## src/rtl/paddle_bank_ctrl.sv

```systemverilog
// Multi-paddle Pong controller: game FSM, per-paddle hold-to-repeat / AI movement and a draw flag.
// Positions update on the clock edge; the draw flag and id are one cycle behind i_H_count/i_V_count.
module paddle_bank_ctrl #(
    parameter int HMAX         = 800,
    parameter int VMAX         = 525,
    parameter int V_CELLS      = 30,
    parameter int PIXEL_SIZE   = 16,
    parameter int NUM_PADDLES  = 2,
    parameter int H_POS0       = 4,
    parameter int H_STEP       = 31,
    parameter int HALF_H       = 3,
    parameter int V_INIT       = 15,
    parameter int V_POS_MIN    = 4,
    parameter int V_POS_MAX    = 26,
    parameter int FIRST_DELAY  = 6250000,
    parameter int REPEAT_DELAY = 1250000,
    parameter int AI_DELAY     = 1500000,
    parameter int AI_DEADBAND  = 1
) (
    input  logic                                   i_Clk,
    input  logic                                   i_Reset,
    input  logic [$clog2(HMAX)-1:0]                i_H_count,
    input  logic [$clog2(VMAX)-1:0]                i_V_count,
    input  logic [NUM_PADDLES-1:0]                 i_Up,
    input  logic [NUM_PADDLES-1:0]                 i_Down,
    input  logic [NUM_PADDLES-1:0]                 i_AI_En,
    input  logic [$clog2(V_CELLS)-1:0]             i_Ball_V_pos,
    input  logic                                   i_Ready,
    input  logic                                   i_Start,
    input  logic                                   i_Out,
    output logic [NUM_PADDLES*$clog2(V_CELLS)-1:0] o_V_pos,
    output logic                                   o_Draw_Paddle,
    output logic [1:0]                             o_Draw_Id,
    output logic [1:0]                             o_Game_State
);
    localparam int PW    = $clog2(V_CELLS);
    localparam int MAXD0 = (FIRST_DELAY > REPEAT_DELAY) ? FIRST_DELAY : REPEAT_DELAY;
    localparam int MAXD  = (MAXD0 > AI_DELAY) ? MAXD0 : AI_DELAY;
    localparam int CW    = (MAXD > 1) ? $clog2(MAXD) : 1;

    typedef enum logic [1:0] {G_RESET = 2'd0, G_START = 2'd1, G_PLAY = 2'd2} game_t;
    typedef enum logic [1:0] {P_IDLE, P_HOLD, P_REPEAT, P_AI} pad_t;

    game_t game_state;
    logic  enter_start;
    logic [NUM_PADDLES-1:0] hit;
    logic [1:0] hit_id;

    // One cell up or down, refusing to leave the legal centre range.
    function automatic logic [PW-1:0] step_pos(input logic [PW-1:0] p, input logic up);
        if (up)
            return (int'(p) > V_POS_MIN) ? p - PW'(1) : p;
        else
            return (int'(p) < V_POS_MAX) ? p + PW'(1) : p;
    endfunction

    assign enter_start = ((game_state != G_RESET) && i_Out) ||
                         ((game_state == G_RESET) && i_Ready);

    always_ff @(posedge i_Clk) begin
        if (i_Reset)
            game_state <= G_RESET;
        else if (enter_start)
            game_state <= G_START;
        else if (game_state == G_START && i_Start)
            game_state <= G_PLAY;
    end

    assign o_Game_State = game_state;

    for (genvar k = 0; k < NUM_PADDLES; k++) begin : g_pad
        localparam int COL_LO = (H_POS0 + k * H_STEP) * PIXEL_SIZE;

        pad_t          st;
        logic [CW-1:0] cnt;
        logic          dir_up;
        logic [PW-1:0] pos;
        logic          req_up;
        logic          req_dn;

        assign req_up = i_Up[k] & ~i_Down[k];
        assign req_dn = i_Down[k] & ~i_Up[k];

        always_ff @(posedge i_Clk) begin
            if (i_Reset || enter_start) begin
                pos    <= PW'(V_INIT);
                st     <= P_IDLE;
                cnt    <= '0;
                dir_up <= 1'b0;
            end else if (game_state != G_PLAY) begin
                st  <= P_IDLE;
                cnt <= '0;
            end else if (i_AI_En[k]) begin
                if (st != P_AI) begin
                    st  <= P_AI;
                    cnt <= '0;
                end else if (cnt == CW'(AI_DELAY - 1)) begin
                    cnt <= '0;
                    if (int'(i_Ball_V_pos) > int'(pos) + AI_DEADBAND)
                        pos <= step_pos(pos, 1'b0);
                    else if (int'(i_Ball_V_pos) + AI_DEADBAND < int'(pos))
                        pos <= step_pos(pos, 1'b1);
                end else begin
                    cnt <= cnt + CW'(1);
                end
            end else begin
                case (st)
                    P_AI: begin
                        st  <= P_IDLE;
                        cnt <= '0;
                    end
                    P_IDLE: begin
                        if (req_up || req_dn) begin
                            pos    <= step_pos(pos, req_up);
                            dir_up <= req_up;
                            cnt    <= '0;
                            st     <= P_HOLD;
                        end
                    end
                    default: begin
                        if (!(req_up || req_dn)) begin
                            st  <= P_IDLE;
                            cnt <= '0;
                        end else if (req_up != dir_up) begin
                            // Reversal restarts the full hold-to-repeat sequence.
                            pos    <= step_pos(pos, req_up);
                            dir_up <= req_up;
                            cnt    <= '0;
                            st     <= P_HOLD;
                        end else if (st == P_HOLD && cnt == CW'(FIRST_DELAY - 1)) begin
                            pos <= step_pos(pos, dir_up);
                            cnt <= '0;
                            st  <= P_REPEAT;
                        end else if (st == P_REPEAT && cnt == CW'(REPEAT_DELAY - 1)) begin
                            pos <= step_pos(pos, dir_up);
                            cnt <= '0;
                        end else begin
                            cnt <= cnt + CW'(1);
                        end
                    end
                endcase
            end
        end

        assign o_V_pos[k*PW +: PW] = pos;

        assign hit[k] = (int'(i_H_count) >= COL_LO) &&
                        (int'(i_H_count) <  COL_LO + PIXEL_SIZE) &&
                        (int'(i_V_count) >= (int'(pos) - HALF_H) * PIXEL_SIZE) &&
                        (int'(i_V_count) <  (int'(pos) + HALF_H + 1) * PIXEL_SIZE);
    end

    always_comb begin
        hit_id = '0;
        for (int i = NUM_PADDLES - 1; i >= 0; i--)
            if (hit[i]) hit_id = 2'(i);
    end

    always_ff @(posedge i_Clk) begin
        if (i_Reset || game_state == G_RESET) begin
            o_Draw_Paddle <= 1'b0;
            o_Draw_Id     <= '0;
        end else begin
            o_Draw_Paddle <= |hit;
            o_Draw_Id     <= (|hit) ? hit_id : 2'd0;
        end
    end

endmodule

```

## config.mk

```make
export PLATFORM = sky130hd
export DESIGN_NAME = paddle_bank_ctrl
export DESIGN_NICKNAME = d
export VERILOG_FILES = /design/src/rtl/paddle_bank_ctrl.sv
export SDC_FILE = /design/constraint.sdc
export NUM_CORES = 1
export LEC_CHECK = 0
export BUFFER_PORTS_ARGS = -buffer_cell sky130_fd_sc_hd__buf_2
export CORE_AREA = 3 3 125 152
export CTS_CLUSTER_DIAMETER = 120
export CTS_CLUSTER_SIZE = 14
export DETAILED_ROUTE_END_ITERATION = 10
export DIE_AREA = 0 0 128 155
export PLACE_DENSITY = 0.55
export SLEW_MARGIN = 20
export SYNTH_ARGS = -nofsm -noshare
export SYNTH_HDL_FRONTEND = slang
export SYNTH_SLANG_ARGS = --single-unit
```

## constraint.sdc

```tcl
create_clock -name i_Clk -period 3.8 [get_ports i_Clk]
set_input_delay 0.76 -clock i_Clk [delete_from_list [all_inputs] [get_ports i_Clk]]
set_output_delay 0.76 -clock i_Clk [all_outputs]
set_load 0.05 [all_outputs]
```

======== After elaboration in Yosys (flattened, before gate mapping) ========
Index checks and enable logic that the tools add are counted.
storage, ports and cells
  register bits after elaboration ......... 67
  bits of input ports ..................... 36
  output and inout bits ................... 15
cells by class
  add/sub/neg operators ................... 15
  order comparisons ....................... 16
  eq/ne operators ......................... 32
  muxes and demuxes ....................... 73
  bitwise operators ....................... 14
  reduce and logical (&&, ||, !) cells .... 39
operators with widths
  kind                     count
  $mux W23                 16
  $mux W5                  28
  $eq A23 B21 Y1 const B   4
  $pmux W23 S2             2
  $add A23 B1 Y23 const B  2
  $eq A23 B23 Y1 const B   2
  $lt A32 B6 Y1            1
  $mux W2                  12
  $ge A11 B10 Y1           2
  $lt A10 B11 Y1           2
  $pmux W5 S2              2
  $add A5 B1 Y6 const B    3
  $add A6 B1 Y7 const B    2
  $ne A2 B2 Y1 const B     7
  $reduce_and A7 Y1        2
  $logic_and A1 B1 Y1      13
  $add A5 B2 Y6 const B    2
  $gt A5 B6 Y1             2
  $ne A6 B2 Y1 const B     2
  $reduce_bool A2 Y1       6
  $sub A5 B2 Y6 const B    2
  $add A5 B1 Y5 const B    2
  $ge A10 B10 Y1 const B   1
  $ge A10 B7 Y1 const B    1
  other kinds (24)         71

======== Depth between registers and ports, before layout ========
  depth after elaboration ................. 9
  depth in mapped cells ................... 12
  mapped depth without buffers ............ 11

======== Worst setup path before layout ========
OpenSTA, ideal clock, no wires.
  path kind ............................... register to register
  start point ............................. register g_pad[1].pos[1]
  end point ............................... register g_pad[1].pos[2]
  setup time .............................. 0.120 ns
  arrival ................................. 3.190 ns
  data required time ...................... 3.680 ns
  slack ................................... 0.491 ns
  stages on the path, launching flop included .. 12
  path buffers ............................ 1
  cell sequence ........................... dfxtp_1 -> clkbuf_1 -> inv_1 -> ha_1 -> inv_1 -> ha_1 -> nand3b_1 -> a21oi_1 -> o21ai_0 -> mux2_2 -> mux2_2 -> a211o_1
between the ends
  longest elaborated chain between the ends .. 9
  elaborated cells between the ends (all ways) .. 24
  classes of those cells .................. 3 x add/sub; 4 x order compare; 1 x eq/ne; 15 x mux; 1 x reduce/logical
RTL lines
  what                                   line    text
  from (decl)                            77      logic [PW-1:0] pos;
  from (signal assigned)                 86      pos <= PW'(V_INIT);
  from (signal assigned)                 100     pos <= step_pos(pos, 1'b0);
  from (signal assigned)                 102     pos <= step_pos(pos, 1'b1);
  $add A5 B1 Y5 (tied with other cells)  54      return (int'(p) < V_POS_MAX) ? p + PW'(1) : p;
  $mux W5 (on tied branches)             54, 52
  $mux W5                                51      if (up)
  $mux W5                                134     end else if (st == P_REPEAT && cnt == CW'(REPEAT_DELAY - 1)) begin
  $mux W5                                130     end else if (st == P_HOLD && cnt == CW'(FIRST_DELAY - 1)) begin
  $mux W5                                124     end else if (req_up != dir_up) begin
  $mux W5                                121     if (!(req_up || req_dn)) begin
  $pmux W5 S2                            107     case (st)
  $mux W5                                93      end else if (i_AI_En[k]) begin
Parallel ways exist; a longest one is shown, timed or not. The select of a mux whose other input is x is not followed.
A chain may end at the register's enable or synchronous reset.

======== Worst setup path after layout ========
  start point ............................. register g_pad[1].pos[0]
  end point ............................... register g_pad[1].pos[2]
Same word-level chain as after synthesis.

==> results.sh <==
export IMPL_status="complete, no violations"
export IMPL_clock_latency_ns=0.34
export IMPL_root_buffer="clkbuf_16"
export IMPL_ctsHoldBuffers=0
export IMPL_area_growth_pct=15.7
export IMPL_max_freq_mhz=312
export IMPL_gp_congestion=0.804
export IMPL_synth_cell_area_um2=5270
export IMPL_die_height_um=155
export IMPL_cts_max_level=3
export IMPL_viasPerCell=4.99
export IMPL_multi_input_area_um2=3730
export IMPL_yosys_register_bits=66
export IMPL_numClockSinks=66
export IMPL_setup_violations_final=0
export IMPL_slew_violations=0
export IMPL_wl_um=12800
export IMPL_floorplan_initialDensity_pct=30.1
export IMPL_slew_headroom_pct=42.8
export IMPL_cts_setup_buffers=0
export IMPL_synth_edff_count=0
export IMPL_drc_errors=0
export IMPL_grt_pass1_wl_um=22000
export IMPL_nets=817
export IMPL_worst_setup_path_type="flop to flop"
export IMPL_synthFlopType="dfxtp_1"
export IMPL_ant_nets=0
export IMPL_clock_skew_ns=0.00547
export IMPL_cts_resized=0
export IMPL_cellPowerDensity_nw_per_um2=294
export IMPL_portBuffers=45
export IMPL_seqCellArea_um2=1320
export IMPL_avgRoutedWirePerCell_um=13.8
export IMPL_min_period_over_period_pct=84.5
export IMPL_ys_warn_count=0
export IMPL_globalRouteTotalUtil_pct=13.5
export IMPL_endpoint_kind="flop"
export IMPL_final_hold_violation_count=0
export IMPL_cts_tree="yes"
export IMPL_num_rows=53
export IMPL_die_w_um=128
export IMPL_syn_avg_cell_area_um2=8.01
export IMPL_hp_class="flop to flop"
export IMPL_overflow=0
export IMPL_required_ns=4.03
export IMPL_path_cells="ha_1 > xor2_1 > inv_1 > ha_1 > a21oi_1 > a21oi_1 > o21ai_0 > mux2_2 > mux2_2 > a211o_1"
export IMPL_cp_start_kind="flop"
export IMPL_antenna_cells=0
export IMPL_drive_gt1_share_pct=11.3
export IMPL_ctsLongestPathBuffers=2
export IMPL_finalCriticalPeriod_ns=3.21
export IMPL_syn_inst=657
export IMPL_drt_iter0_drc=143
export IMPL_maxCapViolations=0
export IMPL_vias=4628
export IMPL_cts_buffers=9
export IMPL_io_pins=51
export IMPL_dieArea_um2=19800
export IMPL_dr_pass1_iters=4
export IMPL_dpl_cell_count=914
export IMPL_synth_fp_nets=769
export IMPL_cp_slowest_stage_delay_ns=0.49
export IMPL_holdWs_ns=0.497
export IMPL_grt_max_degree=19
export IMPL_dp_hpwl_um=10000
export IMPL_max_slew_worst_pin_slew_ns=0.851
export IMPL_finalPower_w=0.00179
export IMPL_cpMaxStageDelayCell="dfxtp_1"
export IMPL_stdcell_count=928
export IMPL_grt_pass1_vias=4534
export IMPL_antenna_found_initial=0
export IMPL_leakage_nw=2.38
export IMPL_cp_arrival_ns=3.44
export IMPL_ys_types=62
export IMPL_async_reset_ff_share_pct=0
export IMPL_n_fill_cell=1894
export IMPL_path_max_fanout=9
export IMPL_finalSetupTns_ns=0
export IMPL_clkTransAtPathRegs_ns=0.05
export IMPL_yosysSeqAreaShare_pct=25.1
export IMPL_ir_drop_mv=0.136
export IMPL_rsz0062_at_grt="false"
export IMPL_coreArea_um2=17500
path summary, 6_finish.rpt:
| kind | from | slack (ns) | to | cells after the start |
|---|---|---|---|---|
| max | g_pad[1].pos[0] | 0.59 | g_pad[1].pos[2] | 10 |
| min | g_pad[1].cnt[0] | 0.50 | g_pad[1].cnt[0] | 1 |
| max reg2reg | g_pad[1].pos[0] | 0.59 | g_pad[1].pos[2] | 10 |
| min reg2reg | g_pad[1].cnt[0] | 0.50 | g_pad[1].cnt[0] | 1 |
area by class of cell:
class,count,share of cell area [%]
tap,220,4.52
inverter,39,2.40
multi-input combinational,535,61.2
clock buffer,12,4.37
timing repair buffer,54,4.81
sequential,66,21.7
clock inverter,2,0.986
synthesized netlist by cell type, types with 4 or more instances:
cell type,instances,area (um2)
a211oi_1,12,90.1
or3_1,4,25.0
inv_1,37,139
nor2b_1,11,68.8
clkbuf_1,16,60.1
a311oi_1,5,43.8
nor3b_1,5,37.5
nand4_1,14,87.6
nand2b_1,10,62.6
o211ai_1,5,37.5
nor2_1,85,319
nand3_1,38,190
a31oi_1,5,31.3
a21o_1,6,45.0
ha_1,76,951
nor3_1,16,80.1
a21oi_1,31,155
xor2_1,18,158
o21ai_1,4,20.0
nor4_1,9,56.3
dfxtp_1,66,1320
and3_1,9,56.3
nand2_1,45,169
o21a_1,5,37.5
o21ai_0,23,115
mux2i_1,9,90.1
xnor2_1,35,307
layer usage:
metal	global-route usage, %	vias to the layer above	routed length (um)
met2	23.3	54	6240
li1	-	2436	-
met4	6.32	0	379
met5	0	-	0
met3	2.40	20	380
met1	16.1	2118	5830
flip-flops by register name, indices dropped and copies added (netlist names):
name / cells
g_pad.cnt: 46
g_pad.dir_up: 2
g_pad.pos: 10
g_pad.st: 4
o_Draw_Id: 1
o_Draw_Paddle: 1
o_Game_State: 2
cells in the final DEF, fill, tap and decap left out, types with 5 or more instances in the layout:
cell | Yosys | routed
a211oi_1 | 12 | 12
a21o_1 | 6 | 6
a21oi_1 | 31 | 31
a311oi_1 | 5 | 5
a31oi_1 | 5 | 5
and3_1 | 9 | 9
buf_2 | 0 | 45
buf_4 | 1 | 9
clkbuf_16 | 0 | 9
dfxtp_1 | 66 | 66
ha_1 | 76 | 76
inv_1 | 37 | 37
mux2i_1 | 9 | 9
nand2_1 | 45 | 45
nand2b_1 | 10 | 10
nand3_1 | 38 | 38
nand4_1 | 14 | 14
nor2_1 | 85 | 85
nor2b_1 | 11 | 11
nor3_1 | 16 | 16
nor3b_1 | 5 | 5
nor4_1 | 9 | 9
o211ai_1 | 5 | 5
o21a_1 | 5 | 5
o21ai_0 | 23 | 23
xnor2_1 | 35 | 35
xor2_1 | 18 | 18
report_power, final:
part	switching (W)	leakage [nW]	internal [W]
sequential	0.00000272	0.532	0.000694
clock	0.000303	0.161	0.000620
combinational	0.000103	1.68	0.0000690
metrics by stage:
stage / setup WS [ns] / util, % / area (um2)
6_report: 0.590 / 34.8 / 6090
5_1_grt: 0.364 / 34.8 / 6090
3_3_place_gp: 0.594 / 32.9 / 5770
4_1_cts: 0.572 / 34.8 / 6090
2_1_floorplan: 0.491 / - / 5270
3_5_place_dp: 0.595 / 32.9 / 5770
worst max-delay path, delay by kind of cell, from the launching register on:
kind | cells | cell delay, ns
xor gates and xnor gates | 1 | 0.19
buffers and inverters | 1 | 0.09
muxes | 2 | 0.76
adders and majority gates | 2 | 0.57
DFF | 1 | 0.49
AOI/OAI and AO/OA | 4 | 0.99
logic make-up after synthesis:
group / Yosys count / synth area share, %
compound gates: 119 / 15.1
xor+xnor: 53 / 8.82
fa+ha+maj: 76 / 18.1
buf+inv: 56 / 4.06
flops: 66 / 25.1
mux: 12 / 2.35
other cells: 1 / 0.0712
simple gates: 274 / 26.5
Note: power is estimated with default switching activity, not from simulation.
